### config.mk
export PLATFORM = sky130hd
export DESIGN_NAME = if_id_queue
export DESIGN_NICKNAME = d
export VERILOG_FILES = /design/src/rtl/if_id_queue_pkg.sv /design/src/rtl/if_id_queue_mem.sv /design/src/rtl/if_id_queue.sv
export SDC_FILE = /design/constraint.sdc
export NUM_CORES = 1
export LEC_CHECK = 0
export CAP_MARGIN = 20
export CORE_ASPECT_RATIO = 1.75
export CORE_MARGIN = 2
export CORE_UTILIZATION = 50
export CTS_BUF_LIST = sky130_fd_sc_hd__clkbuf_2
export CTS_CLUSTER_SIZE = 24
export DETAILED_ROUTE_END_ITERATION = 7
export GPL_TIMING_DRIVEN = 0
export PLACE_DENSITY_LB_ADDON = 0.25
export SYNTH_ARGS = -nofsm -noshare
export SYNTH_HDL_FRONTEND = slang
export SYNTH_HIERARCHICAL = 1
export SYNTH_SLANG_ARGS = --single-unit
### constraint.sdc
create_clock -name clk -period 8.7 [get_ports clk]
set_input_delay 2.61 -clock clk [delete_from_list [all_inputs] [get_ports clk]]
set_output_delay 2.61 -clock clk [all_outputs]
set_load 0.005 [all_outputs]
### src/rtl/if_id_queue_pkg.sv
// rtl/if_id_queue_pkg.sv - shared constants for the IF->ID decoupling queue
//
// Purpose: constants used by if_id_queue and its storage.
// Ports: none (package).
package if_id_queue_pkg;

  localparam logic [31:0] ZeroWord = 32'h0000_0000;
  localparam logic        NoStop   = 1'b0;
  localparam logic        Valid    = 1'b1;
  localparam logic        InValid  = 1'b0;

endpackage

### src/rtl/if_id_queue_mem.sv
// rtl/if_id_queue_mem.sv - entry register file for the IF->ID queue
//
// Purpose: DEPTH x WIDTH storage, one synchronous write port, one
//          combinational read port. Contents are not reset.
// Ports:
//   clk    in   clock
//   we     in   write enable
//   waddr  in   write index
//   wdata  in   write data
//   raddr  in   read index
//   rdata  out  read data (combinational)
module if_id_queue_mem #(
  parameter int DEPTH  = 2,
  parameter int WIDTH  = 96,
  parameter int ADDR_W = $clog2(DEPTH)
) (
  input  logic              clk,
  input  logic              we,
  input  logic [ADDR_W-1:0] waddr,
  input  logic [WIDTH-1:0]  wdata,
  input  logic [ADDR_W-1:0] raddr,
  output logic [WIDTH-1:0]  rdata
);

  logic [WIDTH-1:0] mem [DEPTH];

  always_ff @(posedge clk) begin
    if (we) begin
      mem[waddr] <= wdata;
    end
  end

  assign rdata = mem[raddr];

endmodule

### src/rtl/if_id_queue.sv
// rtl/if_id_queue.sv - IF->ID decoupling queue with delay-slot tagging
//
// Purpose: holds up to DEPTH fetched instructions and presents the oldest
//          to ID. Fetch gets a level credit (in_ready); ID consumes the head
//          whenever it is not stalled. The instruction dequeued after a
//          branch/jump is tagged as a delay-slot instruction.
// Ports:
//   clk, rst (sync, active-high), flush (empties queue)
//   in_valid/in_pc/in_inst/in_exc  fetch side, accepted when in_ready
//   in_ready                       credit to fetch
//   id_stall                       ID stalled, head held
//   id_next_in_delay_slot          instruction ID takes this cycle is a branch
//   out_valid/out_pc/out_inst/out_exc/out_in_delay_slot  head entry, zeroed when empty
//   count                          occupancy
module if_id_queue
  import if_id_queue_pkg::*;
#(
  parameter int DEPTH  = 2,
  parameter int ADDR_W = 32,
  parameter int DATA_W = 32,
  parameter int EXC_W  = 32
) (
  input  logic                       clk,
  input  logic                       rst,
  input  logic                       flush,
  input  logic                       in_valid,
  input  logic [ADDR_W-1:0]          in_pc,
  input  logic [DATA_W-1:0]          in_inst,
  input  logic [EXC_W-1:0]           in_exc,
  output logic                       in_ready,
  input  logic                       id_stall,
  input  logic                       id_next_in_delay_slot,
  output logic                       out_valid,
  output logic [ADDR_W-1:0]          out_pc,
  output logic [DATA_W-1:0]          out_inst,
  output logic [EXC_W-1:0]           out_exc,
  output logic                       out_in_delay_slot,
  output logic [$clog2(DEPTH+1)-1:0] count
);

  localparam int PTR_W   = $clog2(DEPTH);
  localparam int CNT_W   = $clog2(DEPTH + 1);
  localparam int ENTRY_W = ADDR_W + DATA_W + EXC_W;
  localparam logic [CNT_W-1:0] FULL_CNT = CNT_W'(DEPTH);

  logic [PTR_W-1:0]   wr_ptr;
  logic [PTR_W-1:0]   rd_ptr;
  logic [CNT_W-1:0]   count_q;
  logic               ds_q;
  logic               enq;
  logic               deq;
  logic [ENTRY_W-1:0] rd_entry;

  // Credit depends only on registered occupancy, never on this cycle's
  // handshakes, so fetch can issue its next request off a clean signal.
  assign in_ready  = !rst && (count_q < FULL_CNT);
  assign out_valid = (count_q != '0) ? Valid : InValid;

  // A flushed cycle must not capture the incoming fetch data.
  assign enq = in_valid && in_ready && !flush;
  assign deq = out_valid && (id_stall == NoStop);

  always_ff @(posedge clk) begin
    if (rst || flush) begin
      wr_ptr  <= '0;
      rd_ptr  <= '0;
      count_q <= '0;
      ds_q    <= 1'b0;
    end else begin
      if (enq) begin
        wr_ptr <= wr_ptr + PTR_W'(1);
      end
      if (deq) begin
        rd_ptr <= rd_ptr + PTR_W'(1);
        // Tag sticks to whatever is dequeued next, however long it waits.
        ds_q   <= id_next_in_delay_slot;
      end
      if (enq && !deq) begin
        count_q <= count_q + CNT_W'(1);
      end else if (!enq && deq) begin
        count_q <= count_q - CNT_W'(1);
      end
    end
  end

  if_id_queue_mem #(
    .DEPTH (DEPTH),
    .WIDTH (ENTRY_W),
    .ADDR_W(PTR_W)
  ) u_mem (
    .clk  (clk),
    .we   (enq),
    .waddr(wr_ptr),
    .wdata({in_pc, in_inst, in_exc}),
    .raddr(rd_ptr),
    .rdata(rd_entry)
  );

  // ID sees an all-zero bubble when nothing is queued.
  assign out_pc   = out_valid ? rd_entry[ENTRY_W-1 -: ADDR_W]        : ADDR_W'(ZeroWord);
  assign out_inst = out_valid ? rd_entry[EXC_W+DATA_W-1 -: DATA_W]   : DATA_W'(ZeroWord);
  assign out_exc  = out_valid ? rd_entry[EXC_W-1:0]                  : EXC_W'(ZeroWord);

  assign out_in_delay_slot = ds_q && out_valid;
  assign count             = count_q;

endmodule

==> flow_summary.json, run 1 <==
{
  "ys_seq_area_share_pct": 72.44,
  "synth_top_area_share_pct": 71.20,
  "portBuffers": 202,
  "met3_length_um": 715,
  "required_ns": 6.09,
  "ys_warn_count": 6,
  "place.gp.congestion": 0.7982,
  "ys_ff_latch": 197,
  "cts_tree": "built",
  "cpPeakStageDelay_ns": 0.51,
  "fin_skew_ns": 0.03765,
  "dr_total_vias": 4416,
  "seq_area_um2": 5866,
  "async_reset_ff_share_pct": 0,
  "slew-limit-headroom_pct": 46.05,
  "drive_gt1_share_pct": 25.34,
  "routed-wl-met2_um": 8942,
  "cpMaxStageDelayCell": "clkdlybuf4s50_1",
  "rows": 61,
  "dieHeight_um": 172.4,
  "ys_types": 24,
  "clkTransAtPathRegs_ns": 0.27,
  "hpwlAfterDp_um": 11420,
  "yosys.area.top_type": "edfxtp_1",
  "setup_viol": 0,
  "holdCritPathClass": "reg2reg",
  "final_net_count": 761,
  "syn_to_final_growth_pct": 32.32,
  "synth_ff_type": "edfxtp_1",
  "multi_input_area_um2": 2038,
  "path_delay_family": "buffers and inverters",
  "grt_util_all_layers_pct": 19.08,
  "syn_inst": 433,
  "power_density_nw_per_um2": 159.6,
  "synth.net_count": 536,
  "routed_wl_um": 16290,
  "detailedRoute.firstIterationViolations": 161,
  "cp-start-kind": "input port",
  "synth_area_um2": 8098,
  "clock_latency_ns": 0.75,
  "hold_buffers": 0,
  "cts_buffers": 17,
  "final_cells": 861,
  "p_leak_nw": 3.683,
  "hold_viol_final": 0,
  "die_w_um": 100.2,
  "clock-sinks": 197,
  "avgSynthCellArea_um2": 18.70,
  "path_cells": "clkdlybuf4s50_1 > nor2_1 > clkdlybuf4s50_1",
  "post_cts_buffers": 0,
  "synth_edf_count": 192,
  "finalSetupTns_ns": 0,
  "vias_per_cell": 5.129,
  "cp.arrival_ns": 3.68,
  "period_share_pct": 72.29,
  "antenna_found_initial": 1,
  "synthTopCellsByArea": "edfxtp_1 71%, mux2_2 7.8%, mux2_4 7.4%, and2_1 6.0%, and2_4 2.2%",
  "outcome": "completed",
  "grt_pass1_vias": 4788,
  "fmax_mhz": 159.0,
  "overflow": 0,
  "core_um2": 15880,
  "io_pins": 203,
  "antenna_left": 0,
  "critPathMostFrequentCell": "clkdlybuf4s50_1",
  "worstMarginPinSlew_ns": 0.8093,
  "first_pass_iters": 5,
  "avgRoutedWirePerCell_um": 18.91,
  "synth.most_common_cell": "edfxtp_1",
  "grt_pass1_wl_um": 24510,
  "wl_met1_um": 6038,
  "worst-path-max-fanout": 3,
  "fillCellCount": 1111,
  "cts_resized": 0,
  "maxCapViolCount": 0,
  "path_class": "in2out",
  "die_area_um2": 17270,
  "placed_cells": 828,
  "topRoutingLayerUsed": "met4",
  "period_minus_slack_ns": 6.289,
  "htree_levels": 4,
  "cts-root-buf": "clkbuf_2",
  "rsz0062_at_grt": "false",
  "start_util_pct": 51.01,
  "power_mw": 1.711,
  "grt_max_degree": 55,
  "endpoint_kind": "output pin",
  "fin_util_pct": 67.50,
  "drc": 0,
  "critPathBufInv": 2,
  "peakVddDrop_uv": 142.2,
  "slew_violations": 0,
  "synthTopCellsByCount": "192 x edfxtp_1, 78 x and2_1, 56 x mux2_2, 40 x mux2_4, 20 x and2_4",
  "clock_path_buffers": 2
}
-- cell type report --
cell class / instances / area share [%]
Buffer: 22 / 1.903
Clock buffer: 19 / 0.8874
Sequential cell: 197 / 54.74
Timing Repair Buffer: 206 / 19.62
Antenna cell: 1 / 0.02335
Tap cell: 189 / 2.207
Multi-Input combinational cell: 214 / 19.02
Clock inverter: 13 / 1.600
-- worst reg2reg max path, stage by stage (launching register included) --
cell     delay (ns)
dfxtp_1        0.44
nor4b_1        0.63
and2_4         0.79
buf_12         0.34
-- registers in the layout (all words and copies together) (netlist names) --
signal and count:
count 2, ds_q 1, rd_ptr 1, u_mem/mem 192, wr_ptr 1
-- path summary, 6_finish.rpt --
path,start,end,slack [ns],cells after the start
setup / recovery,rst,in_ready,2.41,3
hold / removal,ds_q,ds_q,0.55,2
setup reg to reg,count[1],u_mem/mem[1][1],6.20,3
hold reg to reg,ds_q,ds_q,0.55,2
-- through the flow --
stage          hold WS [ns]  setup slack [ns]  instance area, um^2
2_1_floorplan        0.4548            0.8389                 8098
3_3_place_gp         0.4733            -1.855                10360
3_5_place_dp         0.5004             2.430                10450
4_1_cts              0.5556             2.435                10710
5_1_grt              0.5982             2.404                10720
6_report             0.5516             2.411                10720
-- power by group --
group	switching [mW]	internal (mW)
Combinational	0.0578	0.107
Clock	0.311	0.168
Sequential	0.00506	1.06
-- routing by layer --
metal,global-route usage [%],vias to the layer above
li1,-,2051
met5,0,-
met4,9.887,0
met2,34.55,156
met1,20.40,2168
met3,4.487,41
-- placed cells by master, fill, tap and decap left out, drive strengths merged, types with 2 or more instances in the layout --
master | Yosys | routed
and2 | 98 | 98
buf | 16 | 20
bufinv | 0 | 3
clkbuf | 6 | 25
clkdlybuf4s50 | 0 | 202
clkinv | 0 | 4
clkinvlp | 0 | 2
dfxtp | 5 | 5
edfxtp | 192 | 192
inv | 0 | 4
mux2 | 96 | 96
nor2 | 5 | 5
nor2b | 2 | 2
or2 | 2 | 2
xor2 | 3 | 3
-- logic make-up (layout without fill, tap and decap cells) --
| group | Yosys count | count (layout) | share of synthesized area, % |
|---|---|---|---|
| flops | 197 | 197 | 72.44 |
| simple gates | 109 | 109 | 8.916 |
| mux | 97 | 97 | 15.33 |
| buf+inv | 22 | 260 | 2.518 |
| xor+xnor | 4 | 4 | 0.4327 |
| compound gates | 3 | 3 | 0.2162 |
| fa+ha+maj | 1 | 1 | 0.1545 |
| other cells | 0 | 1 | 0 |
(Power assumes the default switching activity.)
==> run 2, diff against run 1 <==
--- a/config.mk
+++ b/config.mk
@@ -8,7 +8,7 @@
 export CAP_MARGIN = 20
 export CORE_ASPECT_RATIO = 1.75
 export CORE_MARGIN = 2
-export CORE_UTILIZATION = 50
+export CORE_UTILIZATION = 46
 export CTS_BUF_LIST = sky130_fd_sc_hd__clkbuf_2
 export CTS_CLUSTER_SIZE = 24
 export DETAILED_ROUTE_END_ITERATION = 7
==> constraint.sdc (replaced) <==
create_clock -name clk -period 5.5 [get_ports clk]
set_input_delay 1.65 -clock clk [delete_from_list [all_inputs] [get_ports clk]]
set_output_delay 1.65 -clock clk [all_outputs]
set_load 0.005 [all_outputs]
==> flow_summary.json, run 2 (synthesis results as in run 1) <==
{
  "outcome": "completed",
  "power_frac_comb_pct": 9.8,
  "holdCritPathClass": "reg2reg",
  "final_area_um2": 10760,
  "multi_input_area_um2": 2038,
  "portBuffers": 202,
  "grt_util_all_layers_pct": 17.45,
  "cp.arrival_ns": 2.74,
  "hold_ws_ns": 0.5588,
  "top_register": "u_mem/mem",
  "dr_total_vias": 4308,
  "place_area_um2": 10510,
  "cts_tree": "built",
  "p_leak_nw": 3.679,
  "post_cts_buffers": 0,
  "cts-root-buf": "clkbuf_2",
  "clock-sinks": 197,
  "clock_path_buffers": 2,
  "pwr-share-clk_pct": 26.6,
  "fmax_mhz": 228.0,
  "startpoint": "rst",
  "cpPeakStageDelay_ns": 0.50,
  "pwr-share-seq_pct": 63.6,
  "finalSetupTns_ns": 0,
  "slew_violations": 0,
  "routed_wl_um": 16100,
  "p_sw_share_pct": 23.22,
  "required_ns": 3.85,
  "drive_gt1_share_pct": 25.34,
  "hold_buffers": 0,
  "first_pass_iters": 6,
  "final_cell_mix": "202 x clkdlybuf4s50_1, 192 x edfxtp_1, 77 x and2_1",
  "die_w_um": 104.3,
  "largest_reg_flops": 192,
  "power_density_nw_per_um2": 246.6,
  "grt_pass1_vias": 4729,
  "seq_area_um2": 5866,
  "maxCapViolCount": 0,
  "worst-path-max-fanout": 3,
  "power_mw": 2.652,
  "rsz0062_at_grt": "false",
  "rows": 64,
  "cts_resized": 0,
  "hpwlAfterDp_um": 11360,
  "fillCellCount": 1352,
  "cpMaxStageDelayCell": "clkdlybuf4s50_1",
  "critPathBufInv": 2,
  "power.internal_mw": 2.036,
  "cp-start-kind": "input port",
  "core_um2": 17380,
  "peakVddDrop_uv": 176.4,
  "period_minus_slack_ns": 4.387,
  "cts_buffers": 17,
  "antenna_left": 0,
  "htree_levels": 4,
  "hold_viol_final": 0,
  "start_util_pct": 46.60,
  "fin_skew_ns": 0.03380,
  "clkTransAtPathRegs_ns": 0.28,
  "grt_pass1_wl_um": 24940,
  "final_net_count": 761,
  "hold_start": "ds_q",
  "io_pins": 203,
  "dieHeight_um": 179.5,
  "period_share_pct": 79.76,
  "worstReg2RegStart": "count[1]",
  "path_class": "in2out",
  "layout_commonest_cell": "clkdlybuf4s50_1",
  "place.gp.congestion": 0.7361,
  "die_area_um2": 18720,
  "grt_max_degree": 52,
  "path_delay_family": "buffers and inverters",
  "setup_viol": 0,
  "avgRoutedWirePerCell_um": 17.83,
  "clock_latency_ns": 0.76,
  "syn_to_final_growth_pct": 32.83,
  "detailedRoute.firstIterationViolations": 154,
  "overflow": 0,
  "antenna_found_initial": 1,
  "drc": 0,
  "critPathMostFrequentCell": "clkdlybuf4s50_1",
  "slew-limit-headroom_pct": 53.44,
  "worstMarginPinSlew_ns": 0.6984,
  "p_sw_mw": 0.6158,
  "vias_per_cell": 4.771,
  "path_cells": "clkdlybuf4s50_1 > nor2_1 > clkdlybuf4s50_1",
  "endpoint_kind": "output pin"
}
==> run 2: cell count changes in the layout (fill, tap and decap cells not counted), sizes merged <==
cell / previous run / this run
clkinv: 4 / 5
inv: 4 / 8
clkbuf: 25 / 23
clkinvlp: 2 / 1
bufinv: 3 / 1
==> run 2: tightest hold or removal path: stages (launching register included) <==
cell     delay, ns
dfxtp_1       0.38
mux2i_1       0.13
nor2_1        0.06
==> run 2: power by group through the flow <==
stage,sequential (mW),combinational [mW],clock (mW)
finish,1.69,0.260,0.706
global route,1.69,0.279,0.797
CTS,1.69,0.264,0.738
floorplan,1.72,0.0953,0
detailed placement,1.72,0.262,0
global placement,1.72,0.251,0
==> run 2: path summary, 6_finish.rpt <==
kind                 endpoint  slack (ns)  cells past startpoint
max reg2reg  u_mem/mem[0][90]        2.95                      4
max                  in_ready        1.11                      3
min reg2reg              ds_q        0.56                      2
min                      ds_q        0.56                      2
==> run 2: per-stage QoR <==
stage               setup slack (ns)  utilization, %  instances
floorplan                     0.4323               -        433
global placement              -1.449           59.92        866
detailed placement             1.115           60.46        870
CTS                            1.010           61.89        902
global route                  0.8903           61.90        903
finish                         1.113           61.90        903
==> run 2: final cells by class <==
class                   count  area share (%)
flip-flops and latches    197           54.53
repair buffers            206           19.61
multi-input cells         214           18.95
well taps                 231           2.687
plain buffers              22           1.896
clock inverters            15           1.512
clock buffers              17          0.7910
diodes                      1         0.02326
==> run 2: per-layer routing <==
layer	track usage, %	wire length (um)
met5	0	0
met4	7.946	450
met3	3.988	695
met2	32.34	9059
met1	18.53	5894
==> run 3, diff against run 2 <==
==> constraint.sdc (replaced) <==
create_clock -name clk -period 3.7 [get_ports clk]
set_input_delay 1.11 -clock clk [delete_from_list [all_inputs] [get_ports clk]]
set_output_delay 1.11 -clock clk [all_outputs]
set_load 0.005 [all_outputs]
==> flow_summary.json, run 3 (synthesis results as in run 1) <==
{
  "worst-path-max-fanout": 10,
  "hpwlAfterDp_um": 11370,
  "period_share_pct": 94.91,
  "required_ns": 2.59,
  "cpPeakStageDelay_ns": 0.44,
  "portBuffers": 202,
  "cts-root-buf": "clkbuf_2",
  "hold_ws_ns": 0.5373,
  "first_pass_iters": 4,
  "power_mw": 3.925,
  "dr_total_vias": 4314,
  "path_cells": "buf_6 > buf_12 > buf_12 > mux2_4 > and2_1 > clkdlybuf4s50_1",
  "detailedRoute.firstIterationViolations": 148,
  "dieHeight_um": 179.5,
  "clock_path_buffers": 2,
  "worstReg2RegStart": "count[1]",
  "slew_violations": 0,
  "endpoint_kind": "output pin",
  "final_net_count": 764,
  "outcome": "completed",
  "cp-start-kind": "register",
  "cpMaxStageDelayCell": "clkdlybuf4s50_1",
  "largest_reg_flops": 192,
  "core_um2": 17380,
  "hold_buffers": 0,
  "worstMarginPinSlew_ns": 0.5595,
  "grt_max_degree": 69,
  "die_w_um": 104.3,
  "maxCapViolCount": 0,
  "clock-sinks": 197,
  "cts_buffers": 17,
  "htree_levels": 4,
  "cp.arrival_ns": 2.40,
  "startpoint": "rd_ptr",
  "setup_viol": 0,
  "routed_wl_um": 15970,
  "holdCritPathClass": "reg2reg",
  "rows": 64,
  "clkTransAtPathRegs_ns": 0.24,
  "rsz0062_at_grt": "true",
  "drive_gt1_share_pct": 27.15,
  "io_pins": 203,
  "hold_viol_final": 0,
  "grt_pass1_wl_um": 24150,
  "drc": 0,
  "place.gp.congestion": 0.7226,
  "period_minus_slack_ns": 3.512,
  "die_area_um2": 18720,
  "clock_latency_ns": 0.71,
  "avgRoutedWirePerCell_um": 17.61,
  "antenna_left": 0,
  "vias_per_cell": 4.756,
  "layout_commonest_cell": "edfxtp_1",
  "top_register": "u_mem/mem",
  "final_cell_mix": "192 x edfxtp_1, 166 x clkdlybuf4s50_1, 77 x and2_1",
  "fmax_mhz": 284.8,
  "path_class": "reg2out",
  "fin_skew_ns": 0.03238,
  "reg2reg_setup_slack_ns": 1.34,
  "power_density_nw_per_um2": 359.9,
  "slew-limit-headroom_pct": 62.17,
  "critPathMostFrequentCell": "buf_12",
  "overflow": 0,
  "peakVddDrop_uv": 277.0,
  "hold_start": "ds_q",
  "grt_pass1_vias": 4704,
  "grt_util_all_layers_pct": 17.10,
  "p_leak_nw": 4.355,
  "antenna_found_initial": 2,
  "cts_tree": "built",
  "finalSetupTns_ns": 0,
  "start_util_pct": 46.60,
  "syn_to_final_growth_pct": 34.66
}
[run 3: cell types whose count changed in the layout (fill, tap and decap cells not counted), sizes merged, moves of 3 or more]
cell / previous run / this run
clkdlybuf4s50: 202 / 166
clkinv: 5 / 1
dlymetal6s2s: 0 / 36
clkbuf: 23 / 29
inv: 8 / 5
clkinvlp: 1 / 4
[run 3: metal layers]
layer | track usage [%] | part of all wire [%] | wire length (um)
met1 | 16.87 | 36 | 5724
met2 | 33.05 | 58 | 9189
met3 | 3.698 | 3.9 | 630
met4 | 8.108 | 2.6 | 423
met5 | 0 | 0 | 0
[run 3: where the power goes]
part | internal [mW] | switching, mW
sequential | 2.49 | 0.0116
clock | 0.331 | 0.704
combinational | 0.251 | 0.132
total | 3.08 | 0.848
[run 3: final timing paths]
kind,endpoint,depth (start not counted)
setup / recovery,out_pc[1],6
setup reg to reg,u_mem/mem[0][76],4
hold reg to reg,ds_q,2
hold / removal,ds_q,2
[run 3: critical path: cells and delay by family, from the launching register on]
family                 cells  cell delay, ns
multiplexers               1            0.29
AND/OR/NAND/NOR            1            0.13
flip-flops                 1            0.40
buffers and inverters      4            0.88
[run 3: area by class of cell]
class                           instances  area (um^2)
Antenna cell                            2        5.005
Buffer                                 22        232.7
Clock buffer                           20        100.1
Clock inverter                         12        145.1
Fill cell                            1343         6472
Multi-Input combinational cell        214         2038
Sequential cell                       197         5872
Tap cell                              231        289.0
Timing Repair Buffer                  209         2222
[run 3: metrics by stage]
step                      worst slack [ns]  instance area [um^2]  cells  utilization (%)
after CTS                         0.007294                 10780    903            62.01
after global routing              -0.02108                 10900    907            62.75
after floorplan                     0.2118                  8107    433                -
after detailed placement            0.1440                 10510    870            60.46
final                               0.1882                 10900    907            62.75
after global placement              -1.084                 10420    866            59.95
[run 3: what timing repair did]
item | 4_1_cts | 5_1_grt
buffers inserted | 1 | 2
cloned | 0 | 0
pin swaps | 0 | 0
endpoints found under the setup margin | 89 | 85
gates resized for setup | 9 | 46
